### src/rtl/frame_buffer_arbiter.sv
// frame_buffer_arbiter: time-slot arbiter sharing one single-port frame-buffer
// RAM between the VGA display read path and a pixel writer.
//
// Ports:
//   clk, reset (async, active low)
//   pclk_tick, de, x_pixel, y_pixel : display timing from the VGA decoder
//   disp_data                       : registered pixel to the RGB output
//   wr_req, wr_addr, wr_data        : writer request (level) with linear address
//   wr_ack                          : combinational accept for this cycle
//   wr_oob                          : sticky, an out-of-range write was dropped
//   wr_stall_cnt                    : saturating count of refused request cycles
//   mem_addr, mem_we, mem_wdata     : registered RAM port
//   mem_rdata                       : RAM read data, one cycle after mem_addr
//
// Display pixels are replicated by 2**SCALE_SHIFT in both directions, so a
// QVGA buffer fills a 640x480 screen.

module frame_buffer_arbiter #(
   parameter int FB_W        = 320,
   parameter int FB_H        = 240,
   parameter int SCALE_SHIFT = 1,
   parameter int ADDR_W      = 17,
   parameter int DATA_W      = 16
) (
   input  logic              clk,
   input  logic              reset,
   input  logic              pclk_tick,
   input  logic              de,
   input  logic [9:0]        x_pixel,
   input  logic [9:0]        y_pixel,
   output logic [DATA_W-1:0] disp_data,
   input  logic              wr_req,
   input  logic [ADDR_W-1:0] wr_addr,
   input  logic [DATA_W-1:0] wr_data,
   output logic              wr_ack,
   output logic              wr_oob,
   output logic [15:0]       wr_stall_cnt,
   output logic [ADDR_W-1:0] mem_addr,
   output logic              mem_we,
   output logic [DATA_W-1:0] mem_wdata,
   input  logic [DATA_W-1:0] mem_rdata
);

   localparam logic [9:0]        FB_W_L  = 10'(FB_W);
   localparam logic [9:0]        FB_H_L  = 10'(FB_H);
   localparam logic [ADDR_W-1:0] FB_SIZE = ADDR_W'(FB_W * FB_H);
   localparam logic [15:0]       CNT_MAX = 16'hFFFF;

   // ------------------------------------------------------------------
   // Display slot decode
   // ------------------------------------------------------------------
   logic [9:0]        x_buf;
   logic [9:0]        y_buf;
   logic              in_range;
   logic              disp_slot;
   logic [ADDR_W-1:0] disp_addr;

   assign x_buf     = x_pixel >> SCALE_SHIFT;
   assign y_buf     = y_pixel >> SCALE_SHIFT;
   assign in_range  = (x_buf < FB_W_L) && (y_buf < FB_H_L);
   assign disp_slot = pclk_tick & de & in_range;

   // Constant multiply; the result is deliberately truncated to ADDR_W.
   assign disp_addr = ADDR_W'(y_buf) * ADDR_W'(FB_W) + ADDR_W'(x_buf);

   // ------------------------------------------------------------------
   // Write path accept
   // ------------------------------------------------------------------
   logic wr_valid;
   logic wr_commit;
   logic wr_drop;
   logic stall_ev;

   // The display slot always wins the port; reset blocks all accepts.
   assign wr_ack    = reset & wr_req & ~disp_slot;
   assign wr_valid  = wr_addr < FB_SIZE;
   assign wr_commit = wr_ack & wr_valid;
   assign wr_drop   = wr_ack & ~wr_valid;
   assign stall_ev  = reset & wr_req & ~wr_ack;

   // ------------------------------------------------------------------
   // RAM port mux
   // ------------------------------------------------------------------
   logic [ADDR_W-1:0] addr_nx;
   logic              we_nx;
   logic [DATA_W-1:0] wdata_nx;

   always_comb begin
      addr_nx  = mem_addr;
      we_nx    = 1'b0;
      wdata_nx = mem_wdata;
      unique case (1'b1)
         disp_slot: begin
            addr_nx = disp_addr;
         end
         wr_commit: begin
            addr_nx  = wr_addr;
            we_nx    = 1'b1;
            wdata_nx = wr_data;
         end
         default: begin
            // Idle or dropped write: address holds, no strobe.
         end
      endcase
   end

   always_ff @(posedge clk or negedge reset) begin
      if (!reset) begin
         mem_addr  <= '0;
         mem_we    <= 1'b0;
         mem_wdata <= '0;
      end else begin
         mem_addr  <= addr_nx;
         mem_we    <= we_nx;
         mem_wdata <= wdata_nx;
      end
   end

   // ------------------------------------------------------------------
   // Display read pipeline: ISSUE (q1) then CAPTURE (q2)
   // ------------------------------------------------------------------
   // Every tick travels down the pipe so that a blank or out-of-range
   // sample still reloads disp_data with black at the same point.
   logic tick_q1;
   logic hit_q1;
   logic tick_q2;
   logic hit_q2;

   always_ff @(posedge clk or negedge reset) begin
      if (!reset) begin
         tick_q1 <= 1'b0;
         hit_q1  <= 1'b0;
         tick_q2 <= 1'b0;
         hit_q2  <= 1'b0;
      end else begin
         tick_q1 <= pclk_tick;
         hit_q1  <= disp_slot;
         tick_q2 <= tick_q1;
         hit_q2  <= hit_q1;
      end
   end

   // mem_rdata is valid in the CAPTURE cycle; a write issued in this
   // same cycle lands after the read data was already launched.
   always_ff @(posedge clk or negedge reset) begin
      if (!reset) begin
         disp_data <= '0;
      end else if (tick_q2) begin
         disp_data <= hit_q2 ? mem_rdata : '0;
      end
   end

   // ------------------------------------------------------------------
   // Writer status
   // ------------------------------------------------------------------
   always_ff @(posedge clk or negedge reset) begin
      if (!reset) begin
         wr_oob <= 1'b0;
      end else if (wr_drop) begin
         wr_oob <= 1'b1;
      end
   end

   always_ff @(posedge clk or negedge reset) begin
      if (!reset) begin
         wr_stall_cnt <= '0;
      end else if (stall_ev && wr_stall_cnt != CNT_MAX) begin
         wr_stall_cnt <= wr_stall_cnt + 16'd1;
      end
   end

endmodule

### config.mk
export PLATFORM = sky130hd
export DESIGN_NAME = frame_buffer_arbiter
export DESIGN_NICKNAME = d
export VERILOG_FILES = /design/src/rtl/frame_buffer_arbiter.sv
export SDC_FILE = /design/constraint.sdc
export NUM_CORES = 1
export LEC_CHECK = 0
export CORE_MARGIN = 2
export CORE_UTILIZATION = 43
export DETAILED_ROUTE_END_ITERATION = 12
export GPL_TIMING_DRIVEN = 0
export HOLD_SLACK_MARGIN = 0.03
export PLACE_DENSITY = 0.91
export SLEW_MARGIN = 20
export SYNTH_ARGS = -nofsm -noshare
export SYNTH_HDL_FRONTEND = slang
export SYNTH_SLANG_ARGS = --single-unit
### constraint.sdc
create_clock -name clk -period 2 [get_ports clk]
set_input_delay 0.2 -clock clk [delete_from_list [all_inputs] [get_ports clk]]
set_output_delay 0.2 -clock clk [all_outputs]
set_load 0.02 [all_outputs]
# Yosys cells after proc, flatten, opt, wreduce, memory -nomap -nowiden

Index checks and enable logic that the tools add are counted.

Equal/unequal tests: 1
Multipliers: 1
Add/subtract/negate cells: 2
Reduce and logical (&&, ||, !) cells: 3
$lt $le $gt $ge: 3
Muxes and demuxes: 3
Bitwise logic cells: 10

Operators with widths:

| operator                                                              | count |
|---|---|
| 17-bit case mux with 2 select lines                                   | 1 |
| 17-bit by 9-bit adder with 17-bit output                              | 1 |
| 17-bit < comparator (second input constant)                           | 1 |
| 16-bit by 1-bit adder with 16-bit output (second input constant)      | 1 |
| 16-bit 2-to-1 mux                                                     | 1 |
| 16-bit != test (second input constant)                                | 1 |
| 9-bit by 3-bit multiplier with 11-bit output (second input constant)  | 1 |
| 9-bit by 8-bit < comparator with 1-bit output (second input constant) | 1 |
| 9-bit < comparator (second input constant)                            | 1 |
| 1-bit AND                                                             | 7 |
| 1-bit inverter                                                        | 3 |
| 1-bit logical AND                                                     | 2 |
| 2-bit nonzero test                                                    | 1 |
| 1-bit 2-to-1 mux                                                      | 1 |

Output and inout bits: 68
Input bits: 74
Bits in registers: 71
Word-level logic and storage cells: 33

# Longest topological paths before layout

Word-level depth: 8
Depth in mapped cells: 9

# Worst setup path after synthesis

No wires, ideal clock.

Path type: input to register
Start: input port y_pixel[2]
End: register mem_addr[15]
Required time: 1.923 ns
Path slack: -0.283 ns
Path buffers: 0
Arrival time: 2.206 ns
Stages on the path: 9
Cell sequence: ha_1 ha_1 fa_1 xor2_1 nand2_1 nor4b_1 nand3_1 xor2_1 o21ai_1

Word-level cells in the longest chain between the ends: 7

RTL lines:

| element                                                                                          | RTL line | text |
|---|---|---|
| start, declared                                                                                  | 30       | `input logic [9:0] y_pixel,` |
| parallel branches: the longest is 7 deep, another holds 17-bit by 9-bit adder with 17-bit output | -        |  |
| end signal, assigned                                                                             | 113      | `mem_addr <= addr_nx;` |
| end, declared                                                                                    | 38       | `output logic [ADDR_W-1:0] mem_addr,` |

Parallel ways; which one is timed is not known.
A chain may end at the register's enable or synchronous reset.

# Final worst setup path

Start: input port y_pixel[9]
End: register mem_addr[16]

The elaborated chain is that of the path after synthesis.

==> results.md <==
| Item | Value | Unit |
|---|---|---|
| Number of vias in the routed layout | 3159 | - |
| Core area | 7810 | um2 |
| Endpoint of the worst register-to-register path | wr_stall_cnt[13] | - |
| Total power consumption of the routed design | 4.41 | mW |
| Setup TNS | 0 | ps |
| Proportion of layout cells with a drive suffix above 1 | 20.5 | % |
| Final hold violations | 0 | - |
| Mapped Nets | 420 | - |
| I/O pins | 142 | - |
| Vias per cell | 5.27 | - |
| Pwr dens | 771 | nW/um2 |
| Portion of netlist area occupied by mux cells | 5.77 | % |
| Count of endpoints failing setup in the final report | 0 | - |
| FP Rows | 32 | - |
| Area Overhead vs Synth | 62.9 | % |
| Number of nets in the layout | 586 | - |
| Post-Place Cell Area | 5220 | um2 |
| Setup slack of the worst register-to-register path | 100 | ps |
| Metal1 wirelength | 3960 | um |
| Insertion delay to the later sink of the worst-skew pair | 330 | ps |
| Max-Cap Viols | 0 | - |
| Setup Slack @ Placement | -808 | ps |
| Average footprint of a synthesized cell | 10.8 | um2 |
| Number of enable-type register cells in the synthesized netlist | 0 | - |
| Final period demand of the worst path | 1970 | ps |
| Final worst path period share | 98.3 | % |
| Sequential fraction of the synthesis area | 50.6 | % |
| Final Max Tran Viols | 0 | - |
| Post-Route Hold Slack | 352 | ps |
| Upper clock frequency limit | 509 | MHz |
| Syn Inst Count | 326 | - |
| Slew at the pin closest to its max-slew limit | 462 | ps |
| Data arrival at the endpoint of the critical path | 2160 | ps |
| Path class of the lowest-slack min-delay path | reg2reg | - |
| Routed WL | 10000 | um |
| Starting density of the core | 45.0 | % |
| Timing endpoint of the critical path | mem_addr[16] | - |
| Final GP Congestion | 0.930 | - |
| Count of input and output buffers | 139 | - |
| Maximum number of pins on one net before global-route repair | 37 | - |
| Cell variety after synth | 45 | - |
| Share of synthesized flip-flops with an asynchronous set or reset | 100 | % |
| Sum of met2 wire segment lengths after detailed routing | 5300 | um |
| Number of antenna violations at the first check in global routing | 0 | - |
| Sinks on the clock net | 71 | - |
| Max VDD drop | 0.000474 | V |
| Iteration count of the initial detailed-routing pass | 4 | - |
| Yosys Warn Count | 0 | - |
| Final setup slack of the worst path | 33.5 | ps |
| Global-route wire length before repair | 15400 | um |
| Routed wire length per instance | 16.7 | um |
| Largest family of logic cells by synthesized area | simple AND/OR/NAND/NOR gates | - |
| Clock tree from TritonCTS | yes | - |
| Result of the run | complete, no violations | - |
| Leading register cell type out of synthesis | dfrtp_1 | - |
| H-tree level count | 3 | - |
| Highest routed layer | met4 | - |
| Inst Count DP | 568 | - |
| Final Core Density | 73.3 | % |
| Number of flip-flops and latches in the synthesized netlist | 71 | - |
| Antenna Nets Post-Route | 0 | - |
| Complex-gate fraction of the synthesized area | 11.7 | % |
| Via count of the first global-routing pass | 3269 | - |
| Post-layout instance area | 5720 | um2 |
| Number of CTS-inserted buffers | 9 | - |
| Post-synthesis adder-cell area fraction | 7.55 | % |
| Leakage | 2.34 | nW |
| Die ar. | 8910 | um2 |
| Share of the synthesized netlist area taken by xor and xnor gates | 5.99 | % |
| Synthesized-area fraction occupied by and/or/nand/nor cells | 14.0 | % |
| Multi-input logic area | 1900 | um2 |
| Required time of the worst setup path | 2190 | ps |
| Sum of overflow across all layers after global routing | 0 | - |
| Total met3 wirelength after detailed routing | 616 | um |
| Reg clk slew, reported paths | 70 | ps |
| Post-Layout Cell Count | 599 | - |
| Worst-path maximum fanout | 5 | - |
| Clock tree skew after final layout | 14.5 | ps |
| Cell Chain, Critical Path | dlygate4sd2_1, ha_4, ha_4, inv_2, or3_4, o211ai_1, nand4_1, xor2_1, o21ai_1 | - |
| Sequential cell area in the final layout | 1780 | um2 |
| Die width | 94.4 | um |
| Slew margin rel. | 69.2 | % |
| Cell with the largest stage delay on the worst path | or3_4 | - |
| Number of inserted diodes | 0 | - |
| DRC violations left | 0 | - |
| Largest stage delay on the critical path | 370 | ps |
| Path depth of the worst reg2reg path | 8 | - |
| RR Startpoint | wr_stall_cnt[0] | - |
| Path type of the worst setup path | in2reg | - |
| Cell area after synthesis | 3510 | um2 |
| Type of destination of the critical path | flip-flop | - |
| Maximum number of buffers from clock root to sink | 2 | - |
| Most prevalent standard cell on the critical path | ha_4 | - |
| Setup crit start kind | input pin | - |
| Detail Placement HPWL | 7570 | um |
| Launch point of the critical path | y_pixel[9] | - |
| Chip height | 94.4 | um |
| All-Layer GR Usage | 22.2 | % |
| Clk Tree Root Cell | clkbuf_8 | - |
| Number of filler instances in the final layout | 537 | - |
| Detailed Route Iter0 Violations | 124 | - |
logic make-up (layout without fill, tap and decap cells):
logic type | after synthesis | after routing
DFF | 71 | 71
AOI/OAI and AO/OA | 60 | 60
muxes | 18 | 18
xor gates and xnor gates | 24 | 24
adders and majority gates | 20 | 20
and+or+nand+nor | 99 | 99
buffers and inverters | 34 | 205
worst min-delay path by stage:
stage,from,end,slack (ps),depth (start not counted)
after floorplan,reset,disp_data[0],-100,0
after global placement,hit_q1,hit_q2,330,0
after detailed placement,reset,wr_stall_cnt[4],190,1
after CTS,tick_q1,tick_q2,350,0
after global routing,tick_q1,tick_q2,350,0
final,tick_q1,tick_q2,350,0
report_power, final:
| group | switching, mW | internal, mW | total, mW | leakage, nW |
|---|---|---|---|---|
| Clock | 0.520 | 0.706 | 1.23 | 0.107 |
| Combinational | 0.686 | 0.758 | 1.44 | 1.33 |
| Sequential | 0.124 | 1.61 | 1.74 | 0.909 |
| Total | 1.33 | 3.08 | 4.41 | 2.34 |
layout make-up:
class | count | share of cell area, %
Sequential cell | 71 | 31.1
Tap cell | 102 | 2.23
Multi-Input combinational cell | 221 | 33.2
Buffer | 11 | 1.31
Clock inverter | 5 | 1.44
Clock buffer | 11 | 2.30
Inverter | 23 | 1.51
Timing Repair Buffer | 155 | 27.0
synthesized netlist by cell type (all sizes together), types with 2 or more instances:
master	instances	area share, %
nand4	9	1.6
mux2	18	5.8
dfrtp	71	51
a21oi	2	0.29
o211ai	2	0.43
xor2	11	2.7
a221o	4	1.1
a211oi	5	1.6
o21ai	27	3.8
nor4b	2	0.68
xnor2	13	3.2
nor3	2	0.29
inv	23	2.5
nand3	23	3.3
nor2b	4	0.71
nand2	28	3.0
a22oi	12	2.6
and3	2	0.36
fa	2	1.1
ha	18	6.4
clkbuf	6	0.64
buf	5	1.3
nor2	22	2.6
routing by layer:
metal  global-route usage [%]  vias up
li1                         -     1480
met1                     25.4     1553
met2                     41.0      114
met3                     3.83       12
met4                     8.82        0
met5                        0        -
sequential cells by signal, indices dropped and copies added (netlist names):
signal and cells:
wr_oob 1, tick_q2 1, disp_data 16, wr_stall_cnt 16
tick_q1 1, mem_addr 17, hit_q2 1, mem_wdata 16
mem_we 1, hit_q1 1
cell usage in the layout, fill, tap and decap left out, types with 3 or more instances in the layout:
| cell type | instances |
|---|---|
| nor2_1 | 19 |
| ha_4 | 13 |
| o21ai_1 | 5 |
| nand2_1 | 27 |
| clkdlybuf4s50_1 | 127 |
| xor2_1 | 9 |
| ha_1 | 4 |
| buf_6 | 5 |
| buf_2 | 5 |
| o21ai_0 | 20 |
| nor2b_1 | 3 |
| clkbuf_8 | 9 |
| a22oi_1 | 12 |
| inv_1 | 21 |
| nand4_1 | 9 |
| a211oi_4 | 3 |
| xnor2_1 | 13 |
| buf_12 | 5 |
| mux2_2 | 18 |
| buf_4 | 11 |
| dfrtp_1 | 71 |
| clkbuf_1 | 8 |
| a221o_1 | 4 |
| nand3_1 | 23 |
worst max-delay path: cells and delay by family:
kind            cells  cell delay [ps]
compound gates      2              380
xor+xnor            1              170
fa+ha+maj           2              520
buf+inv             2              340
simple gates        2              540
what timing repair did:
| action | in CTS | in global routing |
|---|---|---|
| setup endpoints to repair | 38 | 13 |
| buffers inserted | 6 | 4 |
| hold buffers | 5 | 0 |
| hold endpoints to repair | 35 | 0 |
| pin swaps | 11 | 11 |
| resized for setup | 41 | 25 |
No activity file was read; power rests on OpenSTA's default activity.
